## config.mk

```make
export PLATFORM = sky130hd
export DESIGN_NAME = timer_entry_buffer_flat
export DESIGN_NICKNAME = d
export VERILOG_FILES = /design/src/rtl/timer_entry_buffer_if.sv /design/src/rtl/timer_entry_buffer.sv /design/src/flat_wrapper.sv
export SDC_FILE = /design/constraint.sdc
export NUM_CORES = 1
export LEC_CHECK = 0
export BUFFER_PORTS_ARGS = -buffer_cell sky130_fd_sc_hd__buf_2
export CELL_PAD_IN_SITES_DETAIL_PLACEMENT = 1
export CELL_PAD_IN_SITES_GLOBAL_PLACEMENT = 1
export CORE_ASPECT_RATIO = 2
export CORE_MARGIN = 4
export CORE_UTILIZATION = 30
export CTS_CLUSTER_SIZE = 25
export DETAILED_ROUTE_END_ITERATION = 6
export PLACE_DENSITY_LB_ADDON = 0.05
export SETUP_SLACK_MARGIN = 0.05
export SLEW_MARGIN = 20
export SYNTH_ARGS = -nofsm -noshare
export SYNTH_HDL_FRONTEND = slang
export SYNTH_SLANG_ARGS = --single-unit
```

## constraint.sdc

```tcl
create_clock -name clock -period 1.5 [get_ports clock]
set_clock_uncertainty 0.1 [all_clocks]
set_input_delay 0.3 -clock clock [delete_from_list [all_inputs] [get_ports clock]]
set_output_delay 0.3 -clock clock [all_outputs]
set_load 0.02 [all_outputs]
```

## src/rtl/timer_entry_buffer_if.sv

```systemverilog
// Key/commit inputs and buffered-time outputs between the keypad path and the countdown timer.
interface timer_entry_buffer_if;
    logic        key_valid;
    logic [3:0]  key_code;
    logic        clear_entry;
    logic        commit;
    logic        busy;
    logic [15:0] digits;
    logic        loadn;
    logic [2:0]  entry_count;
    logic        overflow;
    logic        invalid_time;

    modport master (
        output key_valid, key_code, clear_entry, commit, busy,
        input  digits, loadn, entry_count, overflow, invalid_time
    );

    modport slave (
        input  key_valid, key_code, clear_entry, commit, busy,
        output digits, loadn, entry_count, overflow, invalid_time
    );
endinterface

```

## src/rtl/timer_entry_buffer.sv

```systemverilog
// Four-digit MM:SS entry buffer: shifts in BCD keys, validates on START and
// strobes an active-low load to the countdown timer, then holds while it runs.
module timer_entry_buffer #(
    parameter int unsigned DIGITS       = 4,
    parameter int unsigned SEC_TENS_MAX = 5
) (
    input  logic                  clock,
    input  logic                  clearn,
    timer_entry_buffer_if.slave   bus
);

    localparam int unsigned DW = 4 * DIGITS;
    localparam int unsigned CW = 3;

    localparam logic [2:0] ST_IDLE     = 3'd0;
    localparam logic [2:0] ST_ENTRY    = 3'd1;
    localparam logic [2:0] ST_LOAD     = 3'd2;
    localparam logic [2:0] ST_WAIT_ACK = 3'd3;
    localparam logic [2:0] ST_RUN      = 3'd4;

    logic [2:0]    state_q, state_d;
    logic [DW-1:0] digits_q, digits_d;
    logic [CW-1:0] count_q, count_d;
    logic          overflow_q, overflow_d;
    logic          invalid_q, invalid_d;
    logic          loadn_q, loadn_d;

    logic          key_legal;
    logic          buf_full;
    logic          sec_tens_ok;

    assign key_legal   = bus.key_valid && (bus.key_code <= 4'd9);
    assign buf_full    = (count_q == CW'(DIGITS));
    assign sec_tens_ok = (digits_q[7:4] <= 4'(SEC_TENS_MAX));

    always_ff @(posedge clock or negedge clearn) begin
        if (!clearn) begin
            state_q    <= ST_IDLE;
            digits_q   <= '0;
            count_q    <= '0;
            overflow_q <= 1'b0;
            invalid_q  <= 1'b0;
            loadn_q    <= 1'b1;
        end else begin
            state_q    <= state_d;
            digits_q   <= digits_d;
            count_q    <= count_d;
            overflow_q <= overflow_d;
            invalid_q  <= invalid_d;
            loadn_q    <= loadn_d;
        end
    end

    // Next-state and registered-output computation; loadn_d is low only on entry to LOAD.
    always_comb begin
        state_d    = state_q;
        digits_d   = digits_q;
        count_d    = count_q;
        overflow_d = overflow_q;
        invalid_d  = 1'b0;
        loadn_d    = 1'b1;

        case (state_q)
            ST_IDLE: begin
                if (bus.clear_entry) begin
                    digits_d   = '0;
                    count_d    = '0;
                    overflow_d = 1'b0;
                end else if (key_legal) begin
                    digits_d = {digits_q[DW-5:0], bus.key_code};
                    count_d  = count_q + CW'(1);
                    state_d  = ST_ENTRY;
                end
            end

            ST_ENTRY: begin
                if (bus.clear_entry) begin
                    digits_d   = '0;
                    count_d    = '0;
                    overflow_d = 1'b0;
                    state_d    = ST_IDLE;
                end else if (bus.commit) begin
                    // A key arriving with the commit is dropped; check uses the pre-key buffer.
                    if (sec_tens_ok) begin
                        state_d = ST_LOAD;
                        loadn_d = 1'b0;
                    end else begin
                        invalid_d = 1'b1;
                    end
                end else if (key_legal) begin
                    if (buf_full) begin
                        overflow_d = 1'b1;
                    end else begin
                        digits_d = {digits_q[DW-5:0], bus.key_code};
                        count_d  = count_q + CW'(1);
                    end
                end
            end

            ST_LOAD: begin
                state_d = ST_WAIT_ACK;
            end

            ST_WAIT_ACK: begin
                if (bus.busy) begin
                    state_d = ST_RUN;
                end
            end

            ST_RUN: begin
                if (!bus.busy) begin
                    digits_d   = '0;
                    count_d    = '0;
                    overflow_d = 1'b0;
                    state_d    = ST_IDLE;
                end
            end

            default: begin
                state_d    = ST_IDLE;
                digits_d   = '0;
                count_d    = '0;
                overflow_d = 1'b0;
            end
        endcase
    end

    assign bus.digits       = 16'(digits_q);
    assign bus.loadn        = loadn_q;
    assign bus.entry_count  = count_q;
    assign bus.overflow     = overflow_q;
    assign bus.invalid_time = invalid_q;

endmodule

```

## src/flat_wrapper.sv

```systemverilog
// flat-port wrapper written by rule: the top's interface ports become plain ports
module timer_entry_buffer_flat 
#(
    parameter int unsigned DIGITS       = 4,
    parameter int unsigned SEC_TENS_MAX = 5
)
  (clock, clearn, bus_key_valid, bus_key_code, bus_clear_entry, bus_commit, bus_busy, bus_digits, bus_loadn, bus_entry_count, bus_overflow, bus_invalid_time);
  timer_entry_buffer_if bus_i ();
  input  logic clock;
  input  logic clearn;
  input wire logic [$bits(bus_i.key_valid)-1:0] bus_key_valid;
  input wire logic [$bits(bus_i.key_code)-1:0] bus_key_code;
  input wire logic [$bits(bus_i.clear_entry)-1:0] bus_clear_entry;
  input wire logic [$bits(bus_i.commit)-1:0] bus_commit;
  input wire logic [$bits(bus_i.busy)-1:0] bus_busy;
  output wire logic [$bits(bus_i.digits)-1:0] bus_digits;
  output wire logic [$bits(bus_i.loadn)-1:0] bus_loadn;
  output wire logic [$bits(bus_i.entry_count)-1:0] bus_entry_count;
  output wire logic [$bits(bus_i.overflow)-1:0] bus_overflow;
  output wire logic [$bits(bus_i.invalid_time)-1:0] bus_invalid_time;
  assign bus_i.key_valid = bus_key_valid;
  assign bus_i.key_code = bus_key_code;
  assign bus_i.clear_entry = bus_clear_entry;
  assign bus_i.commit = bus_commit;
  assign bus_i.busy = bus_busy;
  assign bus_digits = bus_i.digits;
  assign bus_loadn = bus_i.loadn;
  assign bus_entry_count = bus_i.entry_count;
  assign bus_overflow = bus_i.overflow;
  assign bus_invalid_time = bus_i.invalid_time;
  timer_entry_buffer #(.DIGITS(DIGITS), .SEC_TENS_MAX(SEC_TENS_MAX)) u_core (.clock(clock), .clearn(clearn), .bus(bus_i));
endmodule
```

# Word-level counts from Yosys, hierarchy flattened
# Cells that the tools add are included.
# Widths: inputs -> output; s select.
# word_totals
reg_bits,25
word_cells,70
# classes
mux,37
n_lt_le_gt_ge,2
reduce_logical,6
addsub,1
n_bitwise,1
n_eq_ne,17
# op_table
cell,count
$mux 16,7
$pmux 16 s4,1
$mux 3,13
$reduce_and 6->1,3
$pmux 3 s5,1
$mux 1,13
$ne 3x2->1 const B,4
$pmux 3 s4,1
$ne 3x3->1 const B,3
$ne 2x2->1 const B,4
$eq 3x2->1 const B,2
$eq 3x3->1 const B,2
$le 4x3->1 const B,1
$le 4x4->1 const B,1
$pmux 1 s4,1
$add 3x1->3 const B,1
$eq 3x1->1 const B,1
$logic_not 3->1,1
$ne 2x1->1 const B,1
$reduce_or 2->1,1
$logic_and 1x1->1,1
$not 1->1,1

# Depth between registers and ports, before layout
# logic_depth
depth_word,6
mapped_depth,8
depth_no_buf,6

# Worst setup path after synthesis
# Ideal clock, no wire load.
# synth_timing
path_type,reg2reg
startpoint,register u_core.count_q[0] (netlist: u_core.bus.entry_count[0])
endpoint,register u_core.digits_q[10] (netlist: u_core.bus.digits[10])
t_arrival_ps,1598
path_stages_with_launch,9
path_buffers,2
path_slack_ps,-319
path_cell_list,dfrtp_1 -> inv_1 -> ha_1 -> a21oi_1 -> o211a_4 -> and2_4 -> buf_6 -> buf_8 -> a22o_1
# synth_via
elab_chain_len,3
# synth_rtl
element,line,source
from (decl),timer_entry_buffer.sv:23,"logic [CW-1:0] count_q, count_d;"
from (signal assigned),timer_entry_buffer.sv:47,count_q <= count_d;
$eq 3x3->1,timer_entry_buffer.sv:33,assign buf_full = (count_q == CW'(DIGITS));
$ne 3x3->1 (no source line),n/a,
$reduce_and 6->1 (no source line),n/a,
to (signal assigned),timer_entry_buffer.sv:46,digits_q <= digits_d;
to (decl),timer_entry_buffer.sv:22,"logic [DW-1:0] digits_q, digits_d;"
# No other way between the ends.
# A chain may end at the register's enable or synchronous reset.

# Worst setup path after layout
# layout_timing
startpoint,register u_core.count_q[0] (netlist: u_core.bus.entry_count[0])
endpoint,register u_core.count_q[0] (netlist: u_core.bus.entry_count[0])
# layout_via
elab_chain_len,6
# layout_rtl
element,line,source
$add 3x1->3,"timer_entry_buffer.sv:71, timer_entry_buffer.sv:95",
$mux 3,timer_entry_buffer.sv:91,if (buf_full) begin
$mux 3,timer_entry_buffer.sv:90,end else if (key_legal) begin
$mux 3,timer_entry_buffer.sv:82,end else if (bus.commit) begin
$mux 3,timer_entry_buffer.sv:77,if (bus.clear_entry) begin
$pmux 3 s4,timer_entry_buffer.sv:63,case (state_q)
# Parallel ways exist; a longest one is shown, timed or not. The select of a mux whose other input is x is not followed.

==> impl_metrics.env <==
export IMPL_synthCells=82
export IMPL_grtUsageMet1_pct=13.76
export IMPL_vdd_ir_drop_max_v=0.0009779
export IMPL_final_setup_viol_count=19
export IMPL_cts_made_buffers=3
export IMPL_first_iter_violations=6
export IMPL_finalMaxSlewViolations=0
export IMPL_antenna_found_initial=0
export IMPL_p_int_mw=1.382
export IMPL_post_route_min_period_ps=1617
export IMPL_ys_seq_elements=25
export IMPL_path_clk_slew_ps=90
export IMPL_dp_hpwl_mm=2.080
export IMPL_die_w_um=50.50
export IMPL_status="finished, violations left"
export IMPL_seq_area_frac_synth_pct=57.85
export IMPL_met3_usage_pct=2.073
export IMPL_startpoint_type="flop"
export IMPL_viasPerCell=4.786
export IMPL_via_count=871
export IMPL_leakage_nw=0.7766
export IMPL_max_freq_ghz=0.6186
export IMPL_combPwrFrac_pct=42.6
export IMPL_clockBufferDepth=2
export IMPL_syn_nets=94
export IMPL_synthDistinctLibCells=31
export IMPL_avgRoutedWirePerCell_um=16.10
export IMPL_grt_overflow=0
export IMPL_violations="negative setup slack"
export IMPL_p_per_area_mw_per_mm2=1371
export IMPL_final_hold_viol_count=0
export IMPL_n_antenna_cell=0
export IMPL_swShare_pct=35.64
export IMPL_die_area_mm2=0.004696
export IMPL_drt_pass1_iterations=4
export IMPL_tritoncts="done"
export IMPL_cts_max_level=1
export IMPL_grt_pass1_vias=1012
export IMPL_yosys_top_cells_area="dfrtp_1 (55%), a22o_1 (8.1%), a22o_2 (6.5%)"
export IMPL_grt_busiest_layer="met2"
export IMPL_cp_data_required_time_ps=1550
export IMPL_core_region_area_mm2=0.003453
export IMPL_synth_top_cell_area_share_pct=55.43
export IMPL_cp_max_fo=18
export IMPL_fp_row_count=30
export IMPL_dp_cells=172
export IMPL_p_clk_share_pct=18.6
export IMPL_io_pins=32
export IMPL_grt_max_degree=26
export IMPL_fin_ws_ps=-116.6
export IMPL_post_route_period_util_pct=107.8
export IMPL_cts_sinks=25
export IMPL_grt_met2_usage_pct=25.33
export IMPL_port_buffers=31
export IMPL_layout_cells_non_filler=182
export IMPL_final_common_cell="buf_2"
export IMPL_yosys_area_top_type="dfrtp_1"
export IMPL_finalPower_mw=2.147
export IMPL_worst_pin_slew_ps=561.1
export IMPL_synth_area_mm2=0.001084
export IMPL_grt_pass1_wl_mm=4.754
export IMPL_syn_to_final_growth_pct=44.57
export IMPL_route_detailed_drc=0
export IMPL_rsz0062_at_grt="yes"
export IMPL_initial_core_util_pct=31.38
export IMPL_clockRootBuffer="clkbuf_8"
export IMPL_clk_latency_ps=260
export IMPL_p_seq_share_pct=38.9
export IMPL_drtAntennaViolNets=0
export IMPL_p_sw_mw=0.7652
export IMPL_final_cell_mix="buf_2 (30), dfrtp_1 (21), buf_4 (14)"
export IMPL_end_kind="flop"
export IMPL_routed_wl_mm=2.930
export IMPL_nNetsFinal=147
export IMPL_maxCapViolations=0
export IMPL_worst_setup_path_type="flop to flop"
export IMPL_finalHoldWorstSlack_ps=150.7
export IMPL_routabilityCongestion=0.7186
export IMPL_relSlewSlack_pct=62.60
export IMPL_avgSynthCellArea_um2=13.21
export IMPL_cp_arrival_ps=1670
export IMPL_die_h_um=92.99
export IMPL_layout_drive_gt1_share_pct=62.69
export IMPL_worst_hold_path_type="input pin to flop"
export IMPL_grt_usage_pct=13.26
export IMPL_yosysWarningCount=0
## layer usage
layer / part of all wire [%] / vias up
met5: 0 / -
met4: 0.99 / 0
met3: 4.5 / 2
met2: 58 / 21
met1: 37 / 434
li1: - / 414
## area by class of cell
class                      count  area (um2)
fill                         395        1887
sequential                    25       630.6
multi-input combinational     52       496.7
timing repair buffer          49       319.1
tap                           48       60.06
clock buffer                   4       45.04
inverter                       4       15.01
## critical path, cell delays in order (launching register included)
cell	delay (ps)
dfrtp_2	380
inv_2	50
ha_4	150
a21oi_2	120
o211a_4	210
o21ai_4	70
buf_12	160
mux2_2	270
## sequential cells by signal, summed over array words and instances (netlist names)
register	count
u_core.bus.overflow	1
u_core.bus.invalid_time	1
u_core.bus.digits	16
u_core.state_q	3
u_core.bus.entry_count	3
u_core.bus.loadn	1
## final timing paths
kind	slack, ps	cells past startpoint	startpoint	endpoint
setup reg to reg	-120	7	u_core.bus.entry_count[0]	u_core.bus.entry_count[0]
min in group asynchronous	450	2	clearn	u_core.bus.digits[1]
max in group asynchronous	450	2	clearn	u_core.state_q[0]
setup / recovery	-120	7	u_core.bus.entry_count[0]	u_core.bus.entry_count[0]
hold reg to reg	410	1	u_core.bus.digits[13]	u_core.bus.digits[13]
hold / removal	150	2	bus_key_code[0]	u_core.bus.digits[0]
## cells by family (layout without fill, tap and decap cells)
| logic type | count (synthesis) | after routing | synth area share (%) |
|---|---|---|---|
| mux | 1 | 1 | 1.039 |
| flops | 25 | 25 | 57.85 |
| simple gates | 15 | 17 | 8.314 |
| fa+ha+maj | 2 | 2 | 2.309 |
| buf+inv | 7 | 57 | 4.849 |
| compound gates | 32 | 32 | 25.64 |
## timing repair
item                                   4_1_cts  5_1_grt
endpoints found under the hold margin       24        0
resized for setup                            1       16
buffers inserted                             2        1
hold buffers                                 1        0
setup endpoints to repair                   21       24
gates cloned                                 2        0
pin swaps                                    3        3
## synthesized netlist by cell type
cell type	count
and2_1	1
a21o_2	1
o211a_4	1
mux2_2	1
or3_4	1
inv_2	1
ha_1	2
o21ai_0	2
buf_8	1
buf_6	2
a22o_2	7
dfstp_2	1
nor2_1	1
nand3_1	2
o21ai_4	1
a22o_1	10
a32oi_1	1
a21boi_0	1
nor3_1	2
nor4bb_1	1
and2_4	1
a31oi_1	2
a21oi_2	1
dfrtp_1	24
or3_2	1
o22ai_1	1
nand2_1	4
nor3b_1	1
inv_1	3
a21oi_1	3
a41oi_1	1
## metrics by stage
step	worst slack [ps]	util (%)	area [um2]	setup TNS (ps)
3_5_place_dp	-250.2	40.11	1385	-3984
5_1_grt	-170.1	45.36	1567	-2693
2_1_floorplan	-257.1	-	1102	-4071
4_1_cts	-130.6	43.08	1488	-2021
6_report	-116.6	45.36	1567	-1841
3_3_place_gp	-197.1	40.11	1385	-3222
## power groups by stage
stage / clock network [mW] / logic [mW] / registers (mW)
finish: 0.398 / 0.914 / 0.835
detailed placement: 0 / 0.715 / 0.836
global route: 0.448 / 0.983 / 0.846
global placement: 0 / 0.702 / 0.830
CTS: 0.410 / 0.814 / 0.824
floorplan: 0 / 0.355 / 0.920
No activity file was read; power rests on OpenSTA's default activity.
